`src/rtl/sigma_delta_demod_top.sv`:
```
`default_nettype none
// ============================================================================
// Module   : sigma_delta_demod_top
// Purpose  : Receive-side demodulator for a 1-bit sigma-delta bitstream.
//            The serial input is synchronised and decimated by a sinc1 (boxcar)
//            filter over R = 2**LOG2_DECIM bits. Each decimated sample is
//            exposed to the CPU through an AXI4-Lite slave register file.
// Ports    : aclk, aresetn (async, active low)
//            AXI4-Lite slave: aw*/w*/b* write channels, ar*/r* read channels
//            sigma_delta : asynchronous 1-bit modulated input
// Registers: 0x0 CTRL (bit0 en), 0x4 SAMPLE (RO), 0x8 STATUS (bit0 valid,
//            bit1 overrun), 0xC reads 0
// Option   : SD_DEMOD_OVERRUN_EN - builds the sticky STATUS.overrun flag,
//            cleared by writing 1 to STATUS bit1.
// Revision : 1.0 - initial release
// ============================================================================
module sigma_delta_demod_top #(
  parameter int LOG2_DECIM = 4
) (
  input  logic        aclk,
  input  logic        aresetn,
  input  logic [31:0] awaddr,
  input  logic [2:0]  awprot,
  input  logic        awvalid,
  output logic        awready,
  input  logic [31:0] wdata,
  input  logic [3:0]  wstrb,
  input  logic        wvalid,
  output logic        wready,
  output logic [1:0]  bresp,
  output logic        bvalid,
  input  logic        bready,
  input  logic [31:0] araddr,
  input  logic [2:0]  arprot,
  input  logic        arvalid,
  output logic        arready,
  output logic [31:0] rdata,
  output logic [1:0]  rresp,
  output logic        rvalid,
  input  logic        rready,
  input  logic        sigma_delta
);

  localparam int SW = LOG2_DECIM + 1;
  localparam logic [1:0] C_ADDR_CTRL   = 2'd0;
  localparam logic [1:0] C_ADDR_SAMPLE = 2'd1;
  localparam logic [1:0] C_ADDR_STATUS = 2'd2;
  localparam logic [LOG2_DECIM-1:0] C_CNT_LAST = '1;

  logic                  sd_meta_q, sd_meta_d;
  logic                  sd_sync_q, sd_sync_d;
  logic                  en_q, en_d;
  logic [LOG2_DECIM-1:0] cnt_q, cnt_d;
  logic [SW-1:0]         acc_q, acc_d;
  logic [SW-1:0]         sample_q, sample_d;
  logic                  valid_q, valid_d;
  logic                  bvalid_q, bvalid_d;
  logic                  rvalid_q, rvalid_d;
  logic [31:0]           rdata_q, rdata_d;
  logic                  rd_sample_q, rd_sample_d;

  logic                  w_wr_fire;
  logic                  w_wr_lane0;
  logic                  w_rd_fire;
  logic                  w_run;
  logic                  w_last;
  logic                  w_rd_clear;
  logic                  w_ovr;
  logic [31:0]           w_rd_mux;

`ifdef SD_DEMOD_OVERRUN_EN
  logic                  ovr_q, ovr_d;
  assign w_ovr = ovr_q;
`else
  assign w_ovr = 1'b0;
`endif

  always_comb begin
    // Both ready strobes are gated by reset so the bus sees them low during reset.
    w_wr_fire  = aresetn & awvalid & wvalid & ~bvalid_q;
    w_wr_lane0 = w_wr_fire & wstrb[0];
    w_rd_fire  = aresetn & arvalid & ~rvalid_q;

    sd_meta_d = sigma_delta;
    sd_sync_d = sd_meta_q;

    en_d = en_q;
    if (w_wr_lane0 && (awaddr[3:2] == C_ADDR_CTRL)) begin
      en_d = wdata[0];
    end

    // The filter advances only while enabled both before and after this edge:
    // a disable clears the window on the write edge itself, and an enable
    // starts counting on the following edge so a window ends R clocks later.
    w_run  = en_q & en_d;
    w_last = w_run & (cnt_q == C_CNT_LAST);

    cnt_d    = w_run ? (cnt_q + LOG2_DECIM'(1)) : '0;
    acc_d    = (w_run && !w_last) ? (acc_q + SW'(sd_sync_q)) : '0;
    sample_d = w_last ? (acc_q + SW'(sd_sync_q)) : sample_q;

    // A landing sample beats the clear-on-read of SAMPLE.
    w_rd_clear = rvalid_q & rready & rd_sample_q;
    valid_d    = valid_q;
    if (w_rd_clear) valid_d = 1'b0;
    if (w_last)     valid_d = 1'b1;

`ifdef SD_DEMOD_OVERRUN_EN
    ovr_d = ovr_q;
    if (w_wr_lane0 && (awaddr[3:2] == C_ADDR_STATUS) && wdata[1]) ovr_d = 1'b0;
    if (w_last && valid_q) ovr_d = 1'b1;
`endif

    case (araddr[3:2])
      C_ADDR_CTRL:   w_rd_mux = {31'd0, en_q};
      C_ADDR_SAMPLE: w_rd_mux = {{(32-SW){1'b0}}, sample_q};
      C_ADDR_STATUS: w_rd_mux = {30'd0, w_ovr, valid_q};
      default:       w_rd_mux = 32'd0;
    endcase

    rvalid_d    = rvalid_q;
    rdata_d     = rdata_q;
    rd_sample_d = rd_sample_q;
    if (rvalid_q && rready) rvalid_d = 1'b0;
    if (w_rd_fire) begin
      rvalid_d    = 1'b1;
      rdata_d     = w_rd_mux;
      rd_sample_d = (araddr[3:2] == C_ADDR_SAMPLE);
    end

    bvalid_d = bvalid_q;
    if (bvalid_q && bready) bvalid_d = 1'b0;
    if (w_wr_fire)          bvalid_d = 1'b1;
  end

  always_ff @(posedge aclk or negedge aresetn) begin
    if (!aresetn) begin
      sd_meta_q   <= 1'b0;
      sd_sync_q   <= 1'b0;
      en_q        <= 1'b0;
      cnt_q       <= '0;
      acc_q       <= '0;
      sample_q    <= '0;
      valid_q     <= 1'b0;
      bvalid_q    <= 1'b0;
      rvalid_q    <= 1'b0;
      rdata_q     <= 32'd0;
      rd_sample_q <= 1'b0;
`ifdef SD_DEMOD_OVERRUN_EN
      ovr_q       <= 1'b0;
`endif
    end else begin
      sd_meta_q   <= sd_meta_d;
      sd_sync_q   <= sd_sync_d;
      en_q        <= en_d;
      cnt_q       <= cnt_d;
      acc_q       <= acc_d;
      sample_q    <= sample_d;
      valid_q     <= valid_d;
      bvalid_q    <= bvalid_d;
      rvalid_q    <= rvalid_d;
      rdata_q     <= rdata_d;
      rd_sample_q <= rd_sample_d;
`ifdef SD_DEMOD_OVERRUN_EN
      ovr_q       <= ovr_d;
`endif
    end
  end

  assign awready = w_wr_fire;
  assign wready  = w_wr_fire;
  assign bresp   = 2'b00;
  assign bvalid  = bvalid_q;
  assign arready = w_rd_fire;
  assign rdata   = rdata_q;
  assign rresp   = 2'b00;
  assign rvalid  = rvalid_q;

  // Bus fields this register file does not decode.
  logic unused_ok;
`ifdef SD_DEMOD_OVERRUN_EN
  assign unused_ok = &{1'b0, awprot, arprot, awaddr[31:4], awaddr[1:0],
                       araddr[31:4], araddr[1:0], wdata[31:2], wstrb[3:1]};
`else
  assign unused_ok = &{1'b0, awprot, arprot, awaddr[31:4], awaddr[1:0],
                       araddr[31:4], araddr[1:0], wdata[31:1], wstrb[3:1]};
`endif

endmodule
`default_nettype wire
```
`config.mk`:
```
export PLATFORM = sky130hd
export DESIGN_NAME = sigma_delta_demod_top
export DESIGN_NICKNAME = d
export VERILOG_FILES = /design/src/rtl/sigma_delta_demod_top.sv
export SDC_FILE = /design/constraint.sdc
export NUM_CORES = 1
export LEC_CHECK = 0
export CORE_MARGIN = 2
export CORE_UTILIZATION = 29
export CTS_CLUSTER_DIAMETER = 60
export DETAILED_ROUTE_END_ITERATION = 12
export PLACE_DENSITY = 0.85
export SYNTH_ARGS = -nofsm -noshare
export SYNTH_HDL_FRONTEND = slang
export SYNTH_SLANG_ARGS = --single-unit
export TNS_END_PERCENT = 30
```
`constraint.sdc`:
```
create_clock -name aclk -period 4.1 [get_ports aclk]
set_input_delay 0.82 -clock aclk [delete_from_list [all_inputs] [get_ports aclk]]
set_output_delay 0.82 -clock aclk [all_outputs]
set_load 0.02 [all_outputs]
```
==> impl_metrics.yaml <==
outcome:
  status: "finished clean"
critical_path:
  cp.arrival_ps: 2650
  cp_top_family: "buffers and inverters"
  end_kind: "primary output"
  worstReg2RegEnd: "en_q$_DFF_PN0_"
  worst_setup_path_start_kind: "primary input"
  cp.required_ps: 3280
  reg2reg_from: "bvalid$_DFFE_PN0P_"
  worstSetupPathType: "in -> out"
  ff2ff_path_depth: 3
  worst-path-buf-inv: 3
  cpPeakStageDelay_ps: 710
  cp_slowest_cell: "clkdlybuf4s50_1"
  r2r_slack_ps: 2540
  crit_path_frequent_cell: "clkdlybuf4s50_1"
  path_cells: "clkdlybuf4s50_1 -> nand3b_1 -> inv_1 -> clkdlybuf4s50_1"
  cp_max_fo: 11
power_and_ir_drop:
  ir_worst_vdd_uv: 260
  p_leak_nw: 0.758
  p_per_area_nw_per_um2: 351
synth:
  netlist_area_um2: 1350
  synthDistinctLibCells: 25
  ys_top_cells_by_area: "dfrtp_1 48%, buf_4 18%, mux2i_1 3.0%"
  synth-seq-area-share: 0.483
  synth_top_area_share: 0.483
  synth-warning-count: 0
  ys_seq_elements: 26
  avgSynthCellArea_um2: 10.5
  postSynthCellCount: 128
  yosys.area.top_type: "dfrtp_1"
timing:
  rsz0062_at_grt: "false"
  max_clock_freq_mhz: 288
  finalCriticalPeriod_ps: 3470
  fin_worst_skew_ps: 1.79
  hold_viol: 0
  report.final.slew_viol_count: 0
  tns_ps: 0
  period_share: 0.846
  setup_viol: 0
  setup_slack_ps: 631
die:
  core_um2: 4410
  io_pins: 155
  dieHeight_um: 72.1
  initial_core_util: 0.305
  die_w_um: 72.1
  rows: 24
  dieArea_um2: 5200
detailed_routing:
  routed_wl_um: 1930
  final_antenna_net_count: 0
  drt_iter0_drc: 32
  vias: 836
  viasPerCell: 4.10
  dr.pass1.iters: 4
  drt_drc_violations_left: 0
  wl_per_cell_um: 9.48
cells_and_area:
  final_core_util: 0.354
  nNetsFinal: 270
  syn2layout_area_growth_pct: 16.0
  drive_gt1_frac: 0.0789
  fillers: 448
  final_common_cell: "conb_1"
  fin_area_um2: 1560
  final_cell_mix: "31 x conb_1, 26 x dfrtp_1, 23 x clkdlybuf4s50_1"
  antennaDiodeCount: 0
clocking:
  clkTransAtPathRegs_ps: 80
  cts-htree-levels: 1
  clock_latency_ps: 260
  cts_hold_buf: 0
  cts_resized: 0
  cts_buffers: 3
  cts_setup_buffers: 0
  tritoncts: "built"
  cts_sinks: 26
  root_buffer: "clkbuf_8"
  cts_buffer_depth: 2
place:
  hpwl_um: 1580
  io_buffers: 23
  placed_cell_area_um2: 1510
  pre_cts_ws_ps: 580
  place_congestion: 0.734
hold_path:
  hold_start: "sd_meta_q$_DFF_PN0_"
  min_path_type: "reg -> reg"
  min_path_cells: 0
  worstHoldEndpoint: "sd_sync_q$_DFF_PN0_"
grt:
  antenna_found_initial: 0
  grt_overflow: 0
  grtUsageTotal: 0.0817
  grt_pass1_wl_um: 3340
  grt_max_degree: 22
  grt_pass1_vias: 767
job:
  drv_cap: 0
[per-layer routing]
metal	global-route usage	part of all wire	vias up
li1	-	-	398
met1	0.105	0.43	387
met2	0.130	0.45	49
met3	0.0347	0.11	2
met4	0.0126	0.0057	0
met5	0	0	-
[logic make-up (layout without fill, tap and decap cells)]
logic type	count (synthesis)	in the layout	synth area share
flip-flops	26	26	0.483
AND/OR/NAND/NOR	29	29	0.112
multiplexers	9	9	0.0771
buffers and inverters	44	38	0.217
other	1	31	0.00279
adder cells (fa/ha/maj)	3	3	0.0279
XOR/XNOR	5	5	0.0325
AO/OA/AOI/OAI	11	11	0.0474
[flip-flops by register name (all words and copies together) (netlist names)]
signal,cells
bvalid,1
sample_q,5
valid_q,1
en_q,1
sd_sync_q,1
cnt_q,4
rd_sample_q,1
rdata,5
sd_meta_q,1
rvalid,1
acc_q,5
[synth_stat cells (all sizes together)]
| cell | count |
|---|---|
| a21o | 1 |
| and4 | 1 |
| buf | 33 |
| clkbuf | 1 |
| conb | 1 |
| dfrtp | 26 |
| ha | 3 |
| inv | 10 |
| mux2 | 5 |
| mux2i | 4 |
| nand2 | 8 |
| nand3 | 5 |
| nand3b | 2 |
| nand4b | 1 |
| nor2 | 9 |
| nor2b | 1 |
| nor4b | 1 |
| o211ai | 1 |
| o21a | 1 |
| o21ai | 8 |
| or4b | 1 |
| xnor2 | 2 |
| xor2 | 3 |
[where the power goes]
part | internal [mW] | switching [mW] | leakage [nW]
sequential | 0.273 | 0.0104 | 0.335
clock | 0.0856 | 0.0732 | 0.0288
combinational | 0.0404 | 0.0650 | 0.395
total | 0.399 | 0.149 | 0.758
[per-stage QoR]
| stage | std cells | power [mW] | hold WS [ps] |
|---|---|---|---|
| final | 204 | 0.547 | 358 |
| after global routing | 204 | 0.579 | 374 |
| after CTS | 204 | 0.556 | 360 |
| after detailed placement | 200 | 0.395 | 340 |
| after global placement | 200 | 0.392 | 336 |
| after floorplan | 158 | 0.373 | 331 |
[layout make-up]
| type | instances | area (um2) | area share |
|---|---|---|---|
| sequential | 26 | 651 | 0.417 |
| tap | 52 | 65.1 | 0.0417 |
| timing repair buffer | 24 | 238 | 0.152 |
| inverter | 10 | 37.5 | 0.0240 |
| clock buffer | 4 | 55.1 | 0.0353 |
| multi-input combinational | 88 | 515 | 0.330 |
[worst max-delay path by stage]
stage / from / endpoint / slack (ps) / cells past startpoint
floorplan: awvalid / wready / 1900 / 3
global placement: aresetn / arready / 610 / 4
detailed placement: aresetn / arready / 580 / 4
CTS: aresetn / arready / 570 / 4
global route: aresetn / arready / 440 / 4
finish: aresetn / arready / 630 / 4
Note: power is estimated with default switching activity, not from simulation.
